<file path="src/rtl/led_pattern_ctrl.sv">
// -----------------------------------------------------------------------------
// led_pattern_ctrl
//
// Button-driven LED pattern controller for the 4-LED board I/O.
// A raw active-low pushbutton is synchronised and debounced. Each accepted
// press produces a one-cycle pulse that steps a four-mode machine:
// TOGGLE -> CHASE -> BOUNCE -> HOLD -> TOGGLE. The active mode drives led[3:0]
// with a pattern that advances once per prescaler tick while run_en is high.
//
// Parameters
//   DEBOUNCE_CYC : stable cycles needed before a new button level is accepted
//                  (>= 2)
//   TICK_CYC     : clock cycles per pattern step (>= 2)
//
// Ports
//   clk       in   system clock (1 MHz nominal)
//   n_reset   in   asynchronous active-low reset
//   btn_n     in   raw pushbutton, active-low, asynchronous, may bounce
//   run_en    in   pattern advance enable (synchronous)
//   led       out  [3:0] LED drive, registered
//   mode      out  [1:0] current mode, registered
//   btn_pulse out  one-cycle pulse per accepted press, registered
// -----------------------------------------------------------------------------
module led_pattern_ctrl #(
    parameter int DEBOUNCE_CYC = 20000,
    parameter int TICK_CYC     = 250000
) (
    input  logic       clk,
    input  logic       n_reset,
    input  logic       btn_n,
    input  logic       run_en,
    output logic [3:0] led,
    output logic [1:0] mode,
    output logic       btn_pulse
);

    // -------------------------------------------------------------------------
    // Local parameters and types
    // -------------------------------------------------------------------------
    localparam int DB_W = $clog2(DEBOUNCE_CYC);
    localparam int TK_W = $clog2(TICK_CYC);

    // Terminal counts, sized to their counters.
    localparam logic [DB_W-1:0] DB_MAX = DB_W'(DEBOUNCE_CYC - 1);
    localparam logic [TK_W-1:0] TK_MAX = TK_W'(TICK_CYC - 1);

    localparam logic DIR_L = 1'b0;
    localparam logic DIR_R = 1'b1;

    typedef enum logic [1:0] {
        ST_TOGGLE = 2'd0,
        ST_CHASE  = 2'd1,
        ST_BOUNCE = 2'd2,
        ST_HOLD   = 2'd3
    } mode_t;

    // -------------------------------------------------------------------------
    // Helper functions
    // -------------------------------------------------------------------------

    // Mode sequence followed on each accepted press.
    function automatic mode_t next_mode(input mode_t cur);
        mode_t nxt;
        case (cur)
            ST_TOGGLE: nxt = ST_CHASE;
            ST_CHASE:  nxt = ST_BOUNCE;
            ST_BOUNCE: nxt = ST_HOLD;
            ST_HOLD:   nxt = ST_TOGGLE;
            default:   nxt = ST_TOGGLE;
        endcase
        return nxt;
    endfunction

    // Pattern loaded on entry to a mode.
    function automatic logic [3:0] init_pattern(input mode_t m);
        logic [3:0] pat;
        case (m)
            ST_TOGGLE: pat = 4'b1111;
            ST_CHASE:  pat = 4'b0001;
            ST_BOUNCE: pat = 4'b0001;
            ST_HOLD:   pat = 4'b1010;
            default:   pat = 4'b1111;
        endcase
        return pat;
    endfunction

    // -------------------------------------------------------------------------
    // Signals
    // -------------------------------------------------------------------------
    logic [1:0]      r_sync;
    logic            w_btn_s;

    logic            r_btn_db;
    logic [DB_W-1:0] r_db_cnt;
    logic            w_db_differ;
    logic            w_db_accept;

    logic            r_btn_pulse;

    mode_t           r_state;
    mode_t           w_state_nxt;
    logic [3:0]      r_led;
    logic [3:0]      w_led_nxt;
    logic            r_dir;
    logic            w_dir_nxt;
    logic [TK_W-1:0] r_tk_cnt;
    logic [TK_W-1:0] w_tk_cnt_nxt;
    logic            w_tick;

    // -------------------------------------------------------------------------
    // Synchroniser
    // -------------------------------------------------------------------------

    // Two-flop synchroniser; idles high so reset looks like a released button.
    always_ff @(posedge clk or negedge n_reset) begin
        if (!n_reset) begin
            r_sync <= 2'b11;
        end else begin
            r_sync <= {r_sync[0], btn_n};
        end
    end

    assign w_btn_s = r_sync[1];

    // -------------------------------------------------------------------------
    // Debouncer
    // -------------------------------------------------------------------------
    // The counter measures how long the synchronised level has disagreed with
    // the accepted level. Any return to the accepted level restarts the
    // window, so only a level held for DEBOUNCE_CYC consecutive cycles wins.
    assign w_db_differ = w_btn_s ^ r_btn_db;
    assign w_db_accept = w_db_differ && (r_db_cnt == DB_MAX);

    // Debounce counter and accepted button level.
    always_ff @(posedge clk or negedge n_reset) begin
        if (!n_reset) begin
            r_btn_db <= 1'b1;
            r_db_cnt <= '0;
        end else if (!w_db_differ) begin
            r_btn_db <= r_btn_db;
            r_db_cnt <= '0;
        end else if (w_db_accept) begin
            r_btn_db <= w_btn_s;
            r_db_cnt <= '0;
        end else begin
            r_btn_db <= r_btn_db;
            r_db_cnt <= r_db_cnt + DB_W'(1);
        end
    end

    // -------------------------------------------------------------------------
    // Press detect
    // -------------------------------------------------------------------------
    // The pulse is registered on the same edge that the accepted level falls,
    // so it is high exactly in the first cycle of the pressed state. Releases
    // (accepting a 1) never pulse.

    // One-cycle press pulse.
    always_ff @(posedge clk or negedge n_reset) begin
        if (!n_reset) begin
            r_btn_pulse <= 1'b0;
        end else begin
            r_btn_pulse <= w_db_accept & ~w_btn_s;
        end
    end

    // -------------------------------------------------------------------------
    // Mode FSM, prescaler and pattern generator
    // -------------------------------------------------------------------------
    assign w_tick = run_en && (r_tk_cnt == TK_MAX);

    // State, pattern, bounce direction and prescaler registers.
    always_ff @(posedge clk or negedge n_reset) begin
        if (!n_reset) begin
            r_state  <= ST_TOGGLE;
            r_led    <= 4'b1111;
            r_dir    <= DIR_L;
            r_tk_cnt <= '0;
        end else begin
            r_state  <= w_state_nxt;
            r_led    <= w_led_nxt;
            r_dir    <= w_dir_nxt;
            r_tk_cnt <= w_tk_cnt_nxt;
        end
    end

    // Next-state and pattern logic. A press has priority over a tick in the
    // same cycle: the tick is dropped and the new mode starts fresh.
    always_comb begin
        w_state_nxt  = r_state;
        w_led_nxt    = r_led;
        w_dir_nxt    = r_dir;
        w_tk_cnt_nxt = r_tk_cnt;

        if (r_btn_pulse) begin
            w_state_nxt  = next_mode(r_state);
            w_led_nxt    = init_pattern(next_mode(r_state));
            w_dir_nxt    = DIR_L;
            w_tk_cnt_nxt = '0;
        end else if (run_en) begin
            if (w_tick) begin
                w_tk_cnt_nxt = '0;
                case (r_state)
                    ST_TOGGLE: begin
                        w_led_nxt = ~r_led;
                    end
                    ST_CHASE: begin
                        w_led_nxt = {r_led[2:0], r_led[3]};
                    end
                    ST_BOUNCE: begin
                        // Turn around at either end; otherwise keep moving.
                        if (r_led == 4'b1000) begin
                            w_led_nxt = 4'b0100;
                            w_dir_nxt = DIR_R;
                        end else if (r_led == 4'b0001) begin
                            w_led_nxt = 4'b0010;
                            w_dir_nxt = DIR_L;
                        end else if (r_dir == DIR_L) begin
                            w_led_nxt = {r_led[2:0], 1'b0};
                        end else begin
                            w_led_nxt = {1'b0, r_led[3:1]};
                        end
                    end
                    ST_HOLD: begin
                        w_led_nxt = r_led;
                    end
                    default: begin
                        w_led_nxt = r_led;
                    end
                endcase
            end else begin
                w_tk_cnt_nxt = r_tk_cnt + TK_W'(1);
            end
        end else begin
            // run_en low: prescaler and pattern hold their values.
            w_tk_cnt_nxt = r_tk_cnt;
        end
    end

    // -------------------------------------------------------------------------
    // Outputs
    // -------------------------------------------------------------------------
    assign led       = r_led;
    assign mode      = r_state;
    assign btn_pulse = r_btn_pulse;

endmodule

</file>
<file path="config.mk">
export PLATFORM = sky130hd
export DESIGN_NAME = led_pattern_ctrl
export DESIGN_NICKNAME = d
export VERILOG_FILES = /design/src/rtl/led_pattern_ctrl.sv
export SDC_FILE = /design/constraint.sdc
export NUM_CORES = 1
export LEC_CHECK = 0
export ABC_AREA = 1
export ABC_CLOCK_PERIOD_IN_PS = 1500
export CAP_MARGIN = 20
export CORE_UTILIZATION = 35
export CTS_CLUSTER_SIZE = 20
export DETAILED_ROUTE_END_ITERATION = 10
export MAX_ROUTING_LAYER = met4
export PLACE_DENSITY = 0.64
export SYNTH_ARGS = -nofsm -noshare
export SYNTH_HDL_FRONTEND = slang
export SYNTH_SLANG_ARGS = --single-unit
</file>
<file path="constraint.sdc">
create_clock -name clk -period 1.5 [get_ports clk]
set_clock_uncertainty 0.2 [all_clocks]
set_input_delay 0.15 -clock clk [delete_from_list [all_inputs] [get_ports clk]]
set_output_delay 0.15 -clock clk [all_outputs]
set_load 0.01 [all_outputs]
</file>
==> implementation parameters, run 1 <==
Parameter                              Value

Yosys
  Cell type contributing the most total cell area after synthesis    dfrtp_1
  Cell types with the largest area share after synthesis    dfrtp_1 35%, nand2_1 13%, inv_1 7.5%
  Number of instances in the synthesized netlist    360
  Most frequent cell after synthesis    nand2_1
  Cell Area, Synth    2650 um^2
  Post-synth top flop    dfrtp_1
  Mapped Avg Cell Area    7.36 um^2
  Post-synth net total    372
  Post-synth top area share    34.9%
  Fraction of synthesis flops using an asynchronous set or reset pin    100%
  Synth Warn #    0
  Sequential cell area fraction in the yosys report    a little over two fifths
  Synth cell types    31
  Flops & latches, synth    44
  Number of flops mapped to enable cells by yosys    0
  Most frequent cells after synthesis    89 x nand2_1, 53 x inv_1, 52 x nor2_1

Layout
  Final Util    52.4%
  Design Area, Final    3820 um^2
  Antenna diode count    0
  Ratio of cells with drive above 1 in the final layout    36.8%
  Final net count    454
  Syn-to-layout area delta    44.2%

Timing
  Worst max-slew margin expressed relative to the limit    75.4%
  Setup violators final    31
  Slew at the pin closest to its max-slew limit    around 370 ps
  Final period demand of the worst path    roughly 1700 ps
  Smallest setup slack after layout    -194 ps
  Period utilisation layout    113%
  Setup total negative slack    -3340 ps
  Final hold viol count    0
  Setup repair after global routing missed its margin    yes
  Maximum clock frequency    between 500 and 600 MHz
  Worst-case hold slack    57.6 ps
  Fin. max-slew vios    0

Pwr
  Clock network fraction of total power    26.4%
  Switching power summed over all nets    943 uW
  Total power density per cell area    776 nW/um^2
  Proportion of power drawn by flip-flops and latches    48.2%
  Switching portion of total power    between 30% and 40%
  Worst supply voltage drop on vdd    292 uV
  Comb pwr share    25.5%
  Cell-internal power    between 2000 and 2500 uW
  Leakage power figure    0.00175 uW

Floorplan
  Core Region    7290 um^2
  Die Wd    about 89 um
  Chip height    between 80 and 90 um
  Row cnt    31
  Number of primary I/O pins    11
  Area of the die    7920 um^2
  Initial core utilization    36.3%

Detailed routing
  Detailed-route via count    about 2,700
  Detailed Route WL    a little under 7 mm
  Number of search-and-repair iterations in the first detailed-routing pass    4
  Remaining antenna violation count after routing    0
  Routed WL per cell    12.4 um
  Via/cell ratio    4.91
  DRC Markers    0
  Detailed Route Iter0 Violations    119

Status
  Violated checks    setup timing
  Result of the run    finished, violations left

Critical path
  Flop-to-flop setup slack    -190 ps
  Critical register-to-register path startpoint    r_tk_cnt[1]
  Classification of the worst setup path    reg -> reg
  Reg-to-reg endpoint    led[1]
  Worst endpoint data arrival time    1740 ps
  Launching instance or port of the critical path    r_tk_cnt[1]
  Maximum fanout count along the critical path    5
  Setup crit end    led[1]
  Critical Path RT    roughly 1600 ps
  CP startpoint kind    flip-flop
  Reg2Reg Depth    9
  Critical Path End Type    flip-flop

Clocking
  TritonCTS Sinks    44
  Root Buffer Master    clkbuf_8
  Cts bufs inserted    5
  CTS clock-pin slew for the worst setup and hold paths    90 ps
  CTS tree    yes
  Later-pin clock latency in the skew report    300 ps
  H-tree depth    2
  Longest Clk Path Bufs    2

Place
  Final weighted congestion of routability-driven global placement    0.868
  Placement-stage cell area    between 3000 and 4000 um^2
  Number of I/O port buffers    10
  Sum of net half-perimeters after detailed placement    4.70 mm

GRT
  Pin count of the biggest net entering global routing    45
  First-pass GRT wire length    about 11 mm
  Grt ovf    0
  Total global routing track utilization    18.7%
  Vias in the first global route    2,546
  Antenna violations before repair    0

Min path
  Startpoint of the tightest hold check path    btn_n
  Hold/Removal Path Class    in -> reg

Flow run
  Number of maximum-capacitance constraint violations    0
registers in the layout (all words and copies together), names as in the netlist:
register / cells
r_tk_cnt: 18
r_db_cnt: 15
led: 4
mode: 2
r_sync: 2
btn_pulse: 1
r_btn_db: 1
r_dir: 1
layout by cell type (no fill, tap or decap), drive strengths merged:
cell type and instances:
a21oi 16, a31oi 2, buf 64, clkbuf 10, clkdlybuf4s15 2, clkdlybuf4s50 2, clkinv 2, dfrtp 37
dfstp 7, dlygate4sd2 1, dlygate4sd3 1, ha 8, inv 53, mux2i 1, nand2 90, nand3 23
nand3b 1, nand4 14, nor2 60, nor3 21, nor3b 2, o211ai 1, o21a 1, o21ai 14
o21bai 1, o31ai 1, or2 1, xnor2 2, xor2 5
routing by layer:
metal  vias up  track usage (%)  wire length, um
met1      1282             22.6             3010
met4         0             4.33               74
met2        37             32.9             3490
li1       1330                -                -
met3        11             2.95              168
met5         -                -                0
critical path: stages (launching register included):
cell and delay, ps:
dfrtp_1 400, ha_4 170, nand2_4 70, nor2_4 130, nand3_4 110, nor2_4 190
nor2_4 90, nor2_4 150, nand2_1 70, nand2_1 60
per-stage QoR:
stage | std cells | total power, uW | worst slack [ps]
after floorplan | 360 | 1720 | -48.9
after global placement | 515 | 2020 | -275
after detailed placement | 515 | 2040 | -307
after CTS | 537 | 2920 | -176
after global routing | 542 | 3120 | -286
final | 542 | 2970 | -194
cell type report:
cell class	count	area, um^2
Multi-Input combinational cell	264	1680
Clock inverter	2	10.0
Inverter	53	201
Sequential cell	44	1120
Fill cell	698	3470
Tap cell	99	124
Clock buffer	6	82.6
Timing Repair Buffer	74	608
power groups by stage:
| stage | logic [uW] | clock network [uW] | registers, uW |
|---|---|---|---|
| final | 755 | 783 | 1430 |
| after global routing | 834 | 842 | 1450 |
| after CTS | 699 | 800 | 1420 |
| after detailed placement | 614 | 0 | 1430 |
| after global placement | 598 | 0 | 1430 |
| after floorplan | 302 | 0 | 1420 |
worst min path at each step:
| stage | endpoint | slack, ps | depth (start not counted) |
|---|---|---|---|
| floorplan | btn_pulse | -350 | 0 |
| global placement | r_tk_cnt[16] | -60 | 2 |
| detailed placement | r_tk_cnt[0] | -50 | 2 |
| CTS | r_sync[0] | 50 | 1 |
| global route | r_sync[0] | 60 | 1 |
| finish | r_sync[0] | 60 | 1 |
cell families (layout without fill, tap and decap cells):
family          Yosys count  count (layout)  synth area share, %
mux                       1               1                0.378
simple gates            211             212                 36.5
xor+xnor                  7               7                 2.60
buf+inv                  54             135                 7.65
flops                    44              44                 41.9
compound gates           35              36                 7.22
fa+ha+maj                 8               8                 3.78
timing repair:
item,in CTS,in global routing
setup endpoints to repair,38,45
gates resized for setup,54,50
cloned,2,0
pin swaps,23,24
hold buffers,1,0
setup buffers,12,5
endpoints found under the hold margin,44,0
No activity file was read; power rests on OpenSTA's default activity.
==> run 2, diff against run 1 <==
CAP_MARGIN = unset   (was 20)
==> results of run 2 <==
The final DEF is identical to that of run 1; final timing and power are the same.
